**config.mk**
```make
export PLATFORM = sky130hd
export DESIGN_NAME = pipe_hazard_ctrl
export DESIGN_NICKNAME = d
export VERILOG_FILES = /design/src/rtl/pipe_hazard_ctrl.sv
export SDC_FILE = /design/constraint.sdc
export NUM_CORES = 1
export LEC_CHECK = 0
export ABC_AREA = 1
export BUFFER_PORTS_ARGS = -buffer_cell sky130_fd_sc_hd__buf_2
export CAP_MARGIN = 10
export CORE_MARGIN = 4
export CORE_UTILIZATION = 40
export DETAILED_ROUTE_END_ITERATION = 6
export MAX_ROUTING_LAYER = met4
export PLACE_DENSITY_LB_ADDON = 0.15
export SYNTH_ARGS = -nofsm -noshare
export SYNTH_HDL_FRONTEND = slang
export SYNTH_SLANG_ARGS = --single-unit
```
**constraint.sdc**
```tcl
create_clock -name clk -period 1.5 [get_ports clk]
set_input_delay 0 -clock clk [delete_from_list [all_inputs] [get_ports clk]]
set_output_delay 0 -clock clk [all_outputs]
set_load 0.05 [all_outputs]
```
**src/rtl/pipe_hazard_ctrl.sv**
```systemverilog
// Hazard controller for the 5-stage MIPS32 pipeline: shadows EX/MEM/WB register
// fields and produces forwarding selects, load-use stalls, branch flushes and memory freezes.
module pipe_hazard_ctrl #(
  parameter int REGW = 5,
  parameter int CNTW = 16
) (
  input  logic            clk,
  input  logic            rst,
  input  logic            id_valid,
  input  logic [REGW-1:0] id_rs,
  input  logic [REGW-1:0] id_rt,
  input  logic            id_uses_rs,
  input  logic            id_uses_rt,
  input  logic            id_writereg,
  input  logic            id_mem2reg,
  input  logic [REGW-1:0] id_dstreg,
  input  logic            ex_branch_taken,
  input  logic            mem_busy,
  output logic            pc_en,
  output logic            ifid_en,
  output logic            idex_en,
  output logic            exmem_en,
  output logic            memwb_en,
  output logic            ifid_flush,
  output logic            idex_flush,
  output logic [1:0]      fwd_a,
  output logic [1:0]      fwd_b,
  output logic [CNTW-1:0] stall_cycles
);

  localparam logic [CNTW-1:0] CNT_MAX = '1;

  logic [REGW-1:0] ex_rs_q, ex_rs_d, ex_rt_q, ex_rt_d, ex_dst_q, ex_dst_d;
  logic            ex_uses_rs_q, ex_uses_rs_d, ex_uses_rt_q, ex_uses_rt_d;
  logic            ex_wr_q, ex_wr_d, ex_ld_q, ex_ld_d;
  logic [REGW-1:0] mem_dst_q, mem_dst_d, wb_dst_q, wb_dst_d;
  logic            mem_wr_q, mem_wr_d, wb_wr_q, wb_wr_d;
  logic [CNTW-1:0] stall_q, stall_d;

  logic mem_hit_a, mem_hit_b, wb_hit_a, wb_hit_b, load_use;

  // Register 0 is hardwired, so a write to it never produces a forward.
  assign mem_hit_a = ex_uses_rs_q && mem_wr_q && (mem_dst_q != '0) && (mem_dst_q == ex_rs_q);
  assign mem_hit_b = ex_uses_rt_q && mem_wr_q && (mem_dst_q != '0) && (mem_dst_q == ex_rt_q);
  assign wb_hit_a  = ex_uses_rs_q && wb_wr_q  && (wb_dst_q  != '0) && (wb_dst_q  == ex_rs_q);
  assign wb_hit_b  = ex_uses_rt_q && wb_wr_q  && (wb_dst_q  != '0) && (wb_dst_q  == ex_rt_q);

  assign fwd_a = mem_hit_a ? 2'b10 : (wb_hit_a ? 2'b01 : 2'b00);
  assign fwd_b = mem_hit_b ? 2'b10 : (wb_hit_b ? 2'b01 : 2'b00);

  assign load_use = id_valid && ex_ld_q && ex_wr_q && (ex_dst_q != '0) &&
                    ((id_uses_rs && (id_rs == ex_dst_q)) || (id_uses_rt && (id_rt == ex_dst_q)));

  // Freeze beats branch, branch beats load-use (the ID instruction is wrong-path).
  always_comb begin
    pc_en      = 1'b1;
    ifid_en    = 1'b1;
    idex_en    = 1'b1;
    exmem_en   = 1'b1;
    memwb_en   = 1'b1;
    ifid_flush = 1'b0;
    idex_flush = 1'b0;
    if (mem_busy) begin
      pc_en    = 1'b0;
      ifid_en  = 1'b0;
      idex_en  = 1'b0;
      exmem_en = 1'b0;
      memwb_en = 1'b0;
    end else if (ex_branch_taken) begin
      ifid_flush = 1'b1;
      idex_flush = 1'b1;
    end else if (load_use) begin
      pc_en      = 1'b0;
      ifid_en    = 1'b0;
      idex_flush = 1'b1;
    end
  end

  always_comb begin
    ex_rs_d      = ex_rs_q;
    ex_rt_d      = ex_rt_q;
    ex_dst_d     = ex_dst_q;
    ex_uses_rs_d = ex_uses_rs_q;
    ex_uses_rt_d = ex_uses_rt_q;
    ex_wr_d      = ex_wr_q;
    ex_ld_d      = ex_ld_q;
    mem_dst_d    = mem_dst_q;
    mem_wr_d     = mem_wr_q;
    wb_dst_d     = wb_dst_q;
    wb_wr_d      = wb_wr_q;
    if (!mem_busy) begin
      wb_dst_d  = mem_dst_q;
      wb_wr_d   = mem_wr_q;
      mem_dst_d = ex_dst_q;
      mem_wr_d  = ex_wr_q;
      if (idex_flush || !id_valid) begin
        ex_rs_d      = '0;
        ex_rt_d      = '0;
        ex_dst_d     = '0;
        ex_uses_rs_d = 1'b0;
        ex_uses_rt_d = 1'b0;
        ex_wr_d      = 1'b0;
        ex_ld_d      = 1'b0;
      end else begin
        ex_rs_d      = id_rs;
        ex_rt_d      = id_rt;
        ex_dst_d     = id_dstreg;
        ex_uses_rs_d = id_uses_rs;
        ex_uses_rt_d = id_uses_rt;
        ex_wr_d      = id_writereg;
        ex_ld_d      = id_mem2reg;
      end
    end
    stall_d = stall_q;
    if (!pc_en && (stall_q != CNT_MAX)) begin
      stall_d = stall_q + 1'b1;
    end
  end

  always_ff @(posedge clk or posedge rst) begin
    if (rst) begin
      ex_rs_q      <= '0;
      ex_rt_q      <= '0;
      ex_dst_q     <= '0;
      ex_uses_rs_q <= 1'b0;
      ex_uses_rt_q <= 1'b0;
      ex_wr_q      <= 1'b0;
      ex_ld_q      <= 1'b0;
      mem_dst_q    <= '0;
      mem_wr_q     <= 1'b0;
      wb_dst_q     <= '0;
      wb_wr_q      <= 1'b0;
      stall_q      <= '0;
    end else begin
      ex_rs_q      <= ex_rs_d;
      ex_rt_q      <= ex_rt_d;
      ex_dst_q     <= ex_dst_d;
      ex_uses_rs_q <= ex_uses_rs_d;
      ex_uses_rt_q <= ex_uses_rt_d;
      ex_wr_q      <= ex_wr_d;
      ex_ld_q      <= ex_ld_d;
      mem_dst_q    <= mem_dst_d;
      mem_wr_q     <= mem_wr_d;
      wb_dst_q     <= wb_dst_d;
      wb_wr_q      <= wb_wr_d;
      stall_q      <= stall_d;
    end
  end

  assign stall_cycles = stall_q;

endmodule

```
* Word-level counts from Yosys, hierarchy flattened
Index checks and enable logic that the tools add are counted.
Word-level totals: bits of input ports 24, flip-flop bits (word level) 47, word-level logic and storage cells 66, output and inout port bits 27
Operators by class: reductions and logical operators 26, mux-type cells 20, equal/unequal tests 7, add/subtract/negate cells 1
Operators by type and width (number):
- == test 5 bit | 6
- logical AND 1 bit | 19
- adder 16 x 1 -> 16 bit, second input constant | 1
- inequality test 16 bit, second input constant | 1
- two-way mux 1 bit | 15
- two-way mux 5 bit | 3
- nonzero test 5 bit | 3
- two-way mux 2 bit | 2
- zero test 1 bit | 2
- logical OR 1 bit | 2

* Logic depth before layout (Yosys ltp)
Gate-level depths: netlist (run 1).
depth in word-level cells 9, depth in mapped cells 12, gate-level depth less buffers 11

* Least setup slack after synthesis (run 1)
OpenSTA, ideal clock, no wires.
path type reg2reg, start reg stall_q[0], in the netlist stall_cycles[0], end reg stall_q[10], in the netlist stall_cycles[10], stages on the path, launching flop included 10, clock period less this slack 2.030 ns, path slack -0.530 ns, arrival time 1.911 ns, required time 1.380 ns, cells stage by stage dfrtp_1 -> ha_1 -> nand3_2 -> nor3_4 -> nand2_2 -> nor2_4 -> nand2_4 -> buf_2 -> nand3_1 -> nand2_1
Between the ends: longest elaborated chain between the ends 2, elaborated cells on any way between the ends 3, those cells by class add/sub: 1; eq/ne: 1; reduce/logical: 1
Ends and longest elaborated chain:
- start, declared | line 38 | logic [CNTW-1:0] stall_q, stall_d;
- start signal, assigned | line 146 | stall_q <= stall_d;
- branches (longest 2 deep; another with adder 16 x 1 -> 16 bit)
Several ways; the timed one is not identified. A chain may end at the register's enable or synchronous reset.

* Worst setup path in the final report (run 1)
start reg ex_dst_q[1], end out ifid_en
Between the ends: longest elaborated chain between the ends 7, elaborated cells on any way between the ends 11, those cells by class eq/ne: 2; mux: 3; reduce/logical: 6
Ends and longest elaborated chain:
- start, declared | line 33 | logic [REGW-1:0] ex_rs_q, ex_rs_d, ex_rt_q, ex_rt_d, ex_dst_q, ex_dst_d;
- start signal, assigned | line 137 | ex_dst_q <= ex_dst_d;
- == test 5 bit | line 52 | ((id_uses_rs && (id_rs == ex_dst_q)) || (id_uses_rt && (id_rt == ex_dst_q)));
- logical AND 1 bit | line 52
- logical OR 1 bit | line 52
- logical AND 1 bit (*) | line 51 | assign load_use = id_valid && ex_ld_q && ex_wr_q && (ex_dst_q != '0) &&
- two-way mux 1 bit (*) | line 72 | end else if (load_use) begin
- two-way mux 1 bit (*) | line 69 | end else if (ex_branch_taken) begin
- two-way mux 1 bit (*) | line 63 | if (mem_busy) begin
- end, declared | line 20 | output logic ifid_en,
Every way passes the cells marked *; elsewhere a longest branch is shown, timed or not.

==> results_dict.tcl, run 1 <==
set metrics [dict create \
    gr-usage-all-layers 0.189 \
    antenna_cells 0 \
    clock_skew_ns 0.0120 \
    clk_path_buf_depth 2 \
    wl_per_cell_um 13.4 \
    powerDensity_nw_per_um2 1020 \
    cp_slowest_cell "dfrtp_1" \
    cts-htree-levels 2 \
    drv_cap 0 \
    slew_violations 0 \
    worst_hold_slack_ns 0.00226 \
    cts_buffers 5 \
    violations "negative setup slack" \
    ir_drop_uv 433 \
    finalSetupTns_ns -3.29 \
    path_buf_inv 3 \
    dpl_worst_slack_ns -0.0827 \
    syn_inst 417 \
    drt_iter0_drc 231 \
    die_w_um 93.2 \
    grt_pass1_vias 2663 \
    clk_latency_ns 0.31 \
    clk_pin_slew_ns 0.09 \
    crit_path_start_kind "register" \
    final_nets 527 \
    max_freq_ghz 0.583 \
    drive_gt1_frac 0.324 \
    grt_antenna_before_repair 0 \
    die-area_um2 8690 \
    finalWorstSetupSlack_ns -0.216 \
    cts_tree "built" \
    period_share 1.14 \
    final_area_um2 3980 \
    syn_area_per_cell_um2 6.97 \
    yosys_warnings 0 \
    routed_wl_um 8010 \
    grt-busiest-layer "met2" \
    synth.most_common_cell "nand2_1" \
    dieHeight_um 93.2 \
    hold_path_class "in -> reg" \
    synth_area_leader_cell "dfrtp_1" \
    synthFlopType "dfrtp_1" \
    setup_viol 38 \
    required_ns 1.50 \
    placed_area_um2 3510 \
    cts-root-buf "clkbuf_8" \
    synth_edf_count 0 \
    max_stage_delay_ns 0.41 \
    drc 0 \
    dp_hpwl_um 5650 \
    synthArstFlopShare 1.00 \
    p_leak_uw 0.00208 \
    syn_nets 442 \
    io_pins 51 \
    outcome "complete, but fails checks" \
    ys_ff_latch 47 \
    cp_max_fo 3 \
    core_area_um2 6910 \
    drtAntennaViolNets 0 \
    vias_per_cell 4.82 \
    dr.pass1.iters 4 \
    grtUsageMet3 0.0282 \
    grt_pass1_wl_um 12900 \
    overflow 0 \
    start_util 0.421 \
    period_minus_slack_ns 1.72 \
    grt_max_degree 59 \
    crit_chain "buf_4 > nand2_1 > nand2_1 > nor2_2 > nand3_2 > nand2_4 > nand3_4 > nand2_4 > clkinvlp_4 > buf_8" \
    rsz0062_at_grt "yes" \
    globalplace.congestion 0.841 \
    seq_area_frac_synth 0.405 \
    crit_path_end_kind "output port" \
    slew_headroom 0.731 \
    rows 30 \
    critPathKind "reg -> out" \
    synth_area_um2 2910 \
    yosys-top-cells-area "dfrtp_1 40%, nand2_1 18%, inv_1 6.3%" \
    power.total_uw 4080 \
    synth_cell_types 30 \
    dr_total_vias 2886 \
    hold_violations 0 \
    port_buffers 50 \
    grtUsageMet1 0.265 \
    yosysTopAreaCellShare 0.405 \
    met2_usage 0.288 \
    worst_pin_slew_ns 0.402 \
    clkSinkCount 47 \
    synth_common_cells "143 x nand2_1, 49 x inv_1, 47 x dfrtp_1" \
    critPathTopFamily "simple AND/OR/NAND/NOR gates" \
    areaGrowthSynthToFinish_pct 37.0 \
    critPathArrivalTime_ns 1.72 \
]
[area by class of cell]
type                       instances  area (µm²)
tap                               96         120
clock inverter                     3        43.8
sequential                        47        1180
timing repair buffer              99         758
clock buffer                       5        68.8
fill                             676        2930
inverter                          50         193
multi-input combinational        299        1610
[sequential cells by signal (all words and copies together), names as in the netlist, 5 cells and up]
register      count
stall_cycles     16
ex_dst_q          5
ex_rs_q           5
ex_rt_q           5
mem_dst_q         5
wb_dst_q          5
[worst paths after layout]
check	start	endpoint	slack, ns	cells after the start
setup / recovery	ex_dst_q[1]	ifid_en	-0.22	10
hold / removal	id_mem2reg	ex_ld_q	0.002	5
setup reg to reg	ex_dst_q[1]	stall_cycles[5]	-0.11	11
hold reg to reg	ex_ld_q	ex_ld_q	0.50	2
max in group asynchronous	rst	mem_dst_q[3]	0.77	4
min in group asynchronous	rst	stall_cycles[4]	0.21	3
[worst reg2reg max path, cell delays in order (launching register included)]
cell and delay [ns]:
dfrtp_1 0.41, buf_4 0.14, nand2_1 0.05, nand2_1 0.06, nor2_2 0.12, nand3_2 0.10, nand2_4 0.11, nand2_1 0.06
nand2_1 0.11, nand3_4 0.20, nand2_1 0.12, nand2_1 0.05
[cells in the final DEF, fill, tap and decap left out, drive strengths merged]
cell type and count:
nand2 145, buf 97, inv 48, dfrtp 47, nor2 46, nand3 35
nand4 24, o21ai 12, xor2 10, xnor2 7, nor3 7, clkbuf 6
o22ai 4, o211ai 3, clkinv 3, o2111ai 1, o2111a 1, a221oi 1
nor4 1, or2 1, clkinvlp 1, ha 1, bufinv 1, dlygate4sd3 1
[layer usage]
layer | share of wire | wire length (µm)
met1 | 0.47 | 3800
met2 | 0.47 | 3760
met3 | 0.044 | 350
met4 | 0.012 | 99
met5 | 0 | 0
[where the power goes]
| part | internal, µW | switching [µW] | total, µW |
|---|---|---|---|
| Combinational | 561 | 964 | 1520 |
| Sequential | 1430 | 165 | 1590 |
| Clock | 497 | 463 | 960 |
| Total | 2490 | 1590 | 4080 |
[cell families after synthesis]
family                     share of synthesized area
xor gates and xnor gates                      0.0512
and+or+nand+nor                                0.391
buffers and inverters                          0.102
adders and majority gates                    0.00431
DFF                                            0.405
AOI/OAI and AO/OA                             0.0469
[metrics by stage]
step | cells | utilization
after global routing | 599 | 0.576
after detailed placement | 574 | 0.509
after global placement | 574 | 0.509
final | 599 | 0.576
after CTS | 591 | 0.548
after floorplan | 417 | -
[what timing repair did]
action,4_1_cts,5_1_grt
setup endpoints to repair,25,42
pin swaps,6,21
gates resized for setup,32,34
cloned,0,2
endpoints found under the hold margin,16,0
setup buffers,8,7
hold buffers,1,0
Note: power is estimated with default switching activity, not from simulation.
==> run 2: changes to the inputs <==
--- a/config.mk
+++ b/config.mk
@@ -5,7 +5,7 @@
 export SDC_FILE = /design/constraint.sdc
 export NUM_CORES = 1
 export LEC_CHECK = 0
-export ABC_AREA = 1
+export ABC_AREA = 0
 export BUFFER_PORTS_ARGS = -buffer_cell sky130_fd_sc_hd__buf_2
 export CAP_MARGIN = 10
 export CORE_MARGIN = 4
==> results_dict.tcl, run 2 <==
set metrics [dict create \
    layout_common_cells "60 x buf_4, 43 x buf_2, 39 x dfrtp_1" \
    clk_pin_slew_ns 0.09 \
    antenna_cells 0 \
    largest_register_ffs 16 \
    grt_pass1_vias 2113 \
    final_area_um2 3860 \
    p_leak_uw 0.00185 \
    start_util 0.421 \
    max_freq_ghz 0.494 \
    crit_chain "or4_4 > o21ai_2 > buf_4 > nor2_4 > a21oi_4 > buf_6 > nor2_4 > mux2_4" \
    setup_viol 42 \
    drive_gt1_frac 0.561 \
    dpl_worst_slack_ns -0.783 \
    dp_hpwl_um 4380 \
    period_minus_slack_ns 2.03 \
    synth.most_common_cell "dfrtp_1" \
    die-area_um2 7240 \
    worstHoldStart "id_rs[4]" \
    dr_total_vias 2051 \
    synth_area_um2 2380 \
    synth_area_leader_cell "dfrtp_1" \
    layout_commonest_cell "buf_4" \
    slew_violations 0 \
    globalplace.congestion 0.805 \
    cts-htree-levels 2 \
    cp_common_cell "nor2_4" \
    clkSinkCount 47 \
    clk_latency_ns 0.30 \
    grt_max_degree 48 \
    clk_path_buf_depth 2 \
    rsz0062_at_grt "yes" \
    synthFlopType "dfrtp_1" \
    hold_violations 0 \
    ir_drop_uv 1100 \
    rows 27 \
    crit_path_start_kind "register" \
    yosys_warnings 0 \
    vias_per_cell 5.01 \
    holdPathEnd "ex_rs_q[4]" \
    routed_wl_um 6240 \
    synthArstFlopShare 1.00 \
    slew_headroom 0.752 \
    required_ns 1.68 \
    period_share 1.35 \
    r2r-start "ex_dst_q[1]" \
    cp_max_fo 3 \
    placed_area_um2 3160 \
    critPathKind "reg -> reg" \
    hold_path_class "in -> reg" \
    grt_pass1_wl_um 10300 \
    drtAntennaViolNets 0 \
    finalSetupTns_ns -18.73 \
    rr_worst_depth 8 \
    yosysTopAreaCellShare 0.495 \
    areaGrowthSynthToFinish_pct 62.5 \
    ys_ff_latch 47 \
    powerDensity_nw_per_um2 1200 \
    max_stage_delay_ns 0.51 \
    overflow 0 \
    fillers 430 \
    core_area_um2 5640 \
    drc 0 \
    cts-root-buf "clkbuf_8" \
    wl_per_cell_um 15.3 \
    worst_hold_slack_ns 0.0371 \
    finalWorstSetupSlack_ns -0.525 \
    outcome "complete, but fails checks" \
    final_nets 361 \
    grt_antenna_before_repair 0 \
    cts_tree "built" \
    crit_path_end_kind "register" \
    syn_inst 207 \
    reg2reg_to "stall_cycles[1]" \
    io_pins 51 \
    gr-usage-all-layers 0.186 \
    holdPathStages 3 \
    critPathArrivalTime_ns 2.21 \
    synth_common_cells "47 x dfrtp_1, 22 x xnor2_1, 22 x xor2_1" \
    synth_cell_types 32 \
    drv_cap 0 \
    seq_area_frac_synth 0.495 \
    syn_area_per_cell_um2 11.5 \
    die_w_um 85.1 \
    clock_skew_ns 0.00795 \
    violations "negative setup slack" \
    cp_slowest_cell "or4_4" \
    syn_nets 232 \
    worst_pin_slew_ns 0.371 \
    dieHeight_um 85.1 \
    synth_edf_count 0 \
    port_buffers 50 \
    dr.pass1.iters 5 \
    yosys-top-cells-area "dfrtp_1 49%, xnor2_1 8.1%, xor2_1 8.1%" \
    r2r_slack_ns -0.53 \
    cts_buffers 5 \
    drt_iter0_drc 97 \
]
[run 2: where the power goes]
| group | leakage (µW) | internal, µW | total, µW | switching (µW) |
|---|---|---|---|---|
| Clock | 0.0000654 | 666 | 1090 | 424 |
| Sequential | 0.000603 | 1480 | 1600 | 121 |
| Combinational | 0.00118 | 795 | 1950 | 1150 |
| Total | 0.00185 | 2940 | 4640 | 1700 |
[run 2: area by class of cell]
| cell class | instances | area, µm² | share of cell area |
|---|---|---|---|
| clock buffer | 6 | 72.6 | 0.0188 |
| sequential | 47 | 1190 | 0.307 |
| inverter | 2 | 7.51 | 0.00194 |
| multi-input combinational | 144 | 1390 | 0.360 |
| tap | 72 | 90.1 | 0.0233 |
| clock inverter | 2 | 60.1 | 0.0156 |
| timing repair buffer | 136 | 1050 | 0.273 |
[run 2: through the flow]
step,utilization,power (µW),std cells
2_1_floorplan,-,2690,207
3_3_place_gp,0.560,3360,377
3_5_place_dp,0.560,3380,377
4_1_cts,0.658,4610,408
5_1_grt,0.684,4870,409
6_report,0.684,4640,409
[run 2: logic make-up after synthesis]
family	after synthesis	share of synthesized area
AOI/OAI and AO/OA	24	0.0843
and+or+nand+nor	61	0.150
muxes	14	0.0664
DFF	47	0.495
buffers and inverters	16	0.0374
adders and majority gates	1	0.00527
xor gates and xnor gates	44	0.162
[run 2: worst max-delay path, delay by kind of cell, from the launching register on]
kind | cells | cell delay [ns]
AOI/OAI and AO/OA | 2 | 0.32
buffers and inverters | 2 | 0.29
DFF | 1 | 0.40
muxes | 1 | 0.30
and+or+nand+nor | 3 | 0.58
[run 2: worst max path at each step]
| stage | startpoint | endpoint | cells after the start |
|---|---|---|---|
| 2_1_floorplan | ex_dst_q[0] | stall_cycles[13] | 7 |
| 3_3_place_gp | ex_dst_q[0] | ex_dst_q[4] | 5 |
| 3_5_place_dp | ex_dst_q[0] | ex_uses_rt_q | 5 |
| 4_1_cts | ex_dst_q[1] | stall_cycles[1] | 8 |
| 5_1_grt | ex_dst_q[1] | stall_cycles[8] | 9 |
| 6_report | ex_dst_q[1] | stall_cycles[1] | 8 |
[run 2: repair_timing]
| item | 4_1_cts | 5_1_grt |
|---|---|---|
| hold buffers | 14 | 0 |
| cloned | 1 | 0 |
| setup endpoints to repair | 42 | 42 |
| buffers inserted | 8 | 2 |
| pin swaps | 18 | 21 |
| resized for setup | 47 | 26 |
| endpoints found under the hold margin | 60 | 0 |
[run 2: per-layer routing]
layer / global-route usage / wire length (µm) / part of all wire / vias up
met2: 0.276 / 2930 / 0.47 / 41
met4: 0.0432 / 65 / 0.010 / 0
li1: - / - / - / 997
met1: 0.263 / 3030 / 0.48 / 1006
met3: 0.0359 / 220 / 0.035 / 7
met5: - / 0 / 0 / -
==> run 3: changes to the inputs <==
--- a/config.mk
+++ b/config.mk
@@ -13,6 +13,7 @@
 export DETAILED_ROUTE_END_ITERATION = 6
 export MAX_ROUTING_LAYER = met4
 export PLACE_DENSITY_LB_ADDON = 0.15
+export SETUP_SLACK_MARGIN = 0.15
 export SYNTH_ARGS = -nofsm -noshare
 export SYNTH_HDL_FRONTEND = slang
 export SYNTH_SLANG_ARGS = --single-unit
==> results_dict.tcl, run 3 (synthesized netlist as in run 2, its figures left out) <==
set metrics [dict create \
    clockPowerShare 0.216 \
    max_freq_ghz 0.492 \
    core_area_um2 5640 \
    cts_buffers 5 \
    clk_path_buf_depth 2 \
    gr-usage-all-layers 0.185 \
    setup_viol 42 \
    drt_iter0_drc 90 \
    period_minus_slack_ns 2.03 \
    hold_violations 0 \
    hold_path_class "in -> reg" \
    dieHeight_um 85.1 \
    period_share 1.35 \
    ir_drop_uv 959 \
    cts_tree "built" \
    met2_usage 0.279 \
    slew_violations 0 \
    required_ns 1.69 \
    critPathKind "reg -> reg" \
    clk_latency_ns 0.30 \
    slew_headroom 0.655 \
    grtUsageMet1 0.254 \
    dr_total_vias 2038 \
    die_w_um 85.1 \
    vias_per_cell 5.03 \
    routed_wl_um 6110 \
    grtUsageMet3 0.0282 \
    final-instance-count-excl-fill 405 \
    critPathArrivalTime_ns 2.22 \
    grt_antenna_before_repair 0 \
    globalplace.congestion 0.772 \
    regArea_um2 1190 \
    p_comb_frac 0.423 \
    dp.cells 377 \
    powerDensity_nw_per_um2 1180 \
    rsz0062_at_grt "yes" \
    layout_common_cells "60 x buf_4, 43 x buf_2, 38 x dfrtp_1" \
    drv_cap 0 \
    outcome "complete, but fails checks" \
    cp_max_fo 6 \
    areaGrowthSynthToFinish_pct 58.3 \
    io_pins 51 \
    drive_gt1_frac 0.571 \
    violations "negative setup slack" \
    p_sw_uw 1670 \
    grt_pass1_wl_um 10400 \
    clkSinkCount 47 \
    final_nets 357 \
    port_buffers 50 \
    worst_pin_slew_ns 0.517 \
    grt_pass1_vias 2152 \
    overflow 0 \
    clk_pin_slew_ns 0.09 \
    rows 27 \
    p_sw_frac 0.375 \
    grt_max_degree 26 \
    layout_commonest_cell "buf_4" \
    dr.pass1.iters 4 \
    cts-htree-levels 2 \
    dp_hpwl_um 4270 \
    crit_path_start_kind "register" \
    p_int_uw 2790 \
    fillers 411 \
    grt-busiest-layer "met2" \
    cts-root-buf "clkbuf_8" \
    wl_per_cell_um 15.1 \
    seqPwrFrac 0.360 \
    p_leak_uw 0.00180 \
    drc 0 \
    power.total_uw 4460 \
    clock_skew_ns 0.00320 \
    largest_register_ffs 16 \
    crit_path_end_kind "register" \
    worst_hold_slack_ns 0.0240 \
    multiInputGateArea_um2 1360 \
    finalWorstSetupSlack_ns -0.532 \
    cp_slowest_cell "or4_4" \
    crit_chain "or4_4 > o21ai_4 > buf_6 > nor2_4 > a21oi_4 > buf_6 > nor2_4 > mux2_4" \
    die-area_um2 7240 \
    max_stage_delay_ns 0.55 \
    drtAntennaViolNets 0 \
    antenna_cells 0 \
    start_util 0.421 \
]
-- run 3: path summary, 6_finish.rpt --
| kind | start | endpoint | slack (ns) | cells past startpoint |
|---|---|---|---|---|
| worst max-delay path | ex_dst_q[1] | stall_cycles[1] | -0.53 | 8 |
| worst min register to register | stall_cycles[11] | stall_cycles[11] | 0.50 | 1 |
| max in group asynchronous | rst | mem_dst_q[4] | 0.71 | 4 |
| min in group asynchronous | rst | stall_cycles[4] | 0.28 | 3 |
| worst max register to register | ex_dst_q[1] | stall_cycles[1] | -0.53 | 8 |
| worst min-delay path | id_uses_rt | ex_uses_rt_q | 0.02 | 3 |
-- run 3: worst max-delay path: cells and delay by family (launching register included) --
kind / cells / cell delay, ns
buf+inv: 2 / 0.29
flops: 1 / 0.38
simple gates: 3 / 0.63
compound gates: 2 / 0.34
mux: 1 / 0.30
-- run 3: layout make-up --
cell class,instances,share of cell area
multi-input cells,144,0.362
flip-flops and latches,47,0.316
repair buffers,132,0.265
well taps,72,0.0240
clock buffers,6,0.0220
clock inverters,2,0.00931
inverters,2,0.00200
-- run 3: per-layer routing --
layer | vias to the layer above | part of all wire
met4 | 0 | 0.013
met5 | - | 0
li1 | 989 | -
met3 | 7 | 0.037
met1 | 1003 | 0.47
met2 | 39 | 0.48
-- run 3: power by group through the flow --
stage,Sequential (µW),Combinational (µW),Clock (µW)
6_report,1610,1880,964
5_1_grt,1640,2030,1040
4_1_cts,1600,1830,990
3_5_place_dp,1630,1740,0
3_3_place_gp,1620,1720,0
2_1_floorplan,2200,495,0
-- run 3: through the flow --
| step | worst slack [ns] | instance area (µm²) | setup TNS, ns | util |
|---|---|---|---|---|
| after floorplan | -0.489 | 2440 | -14.75 | - |
| after global placement | -0.776 | 3170 | -25.65 | 0.562 |
| after detailed placement | -0.802 | 3170 | -26.13 | 0.562 |
| after CTS | -0.546 | 3580 | -19.52 | 0.635 |
| after global routing | -0.589 | 3760 | -21.75 | 0.667 |
| final | -0.532 | 3760 | -18.88 | 0.667 |
-- run 3: what timing repair did --
item / CTS / global route
setup buffers: 8 / 2
gates resized for setup: 34 / 32
pin swaps: 19 / 11
endpoints found under the hold margin: 31 / 0
hold buffers: 10 / 0
setup endpoints to repair: 42 / 42
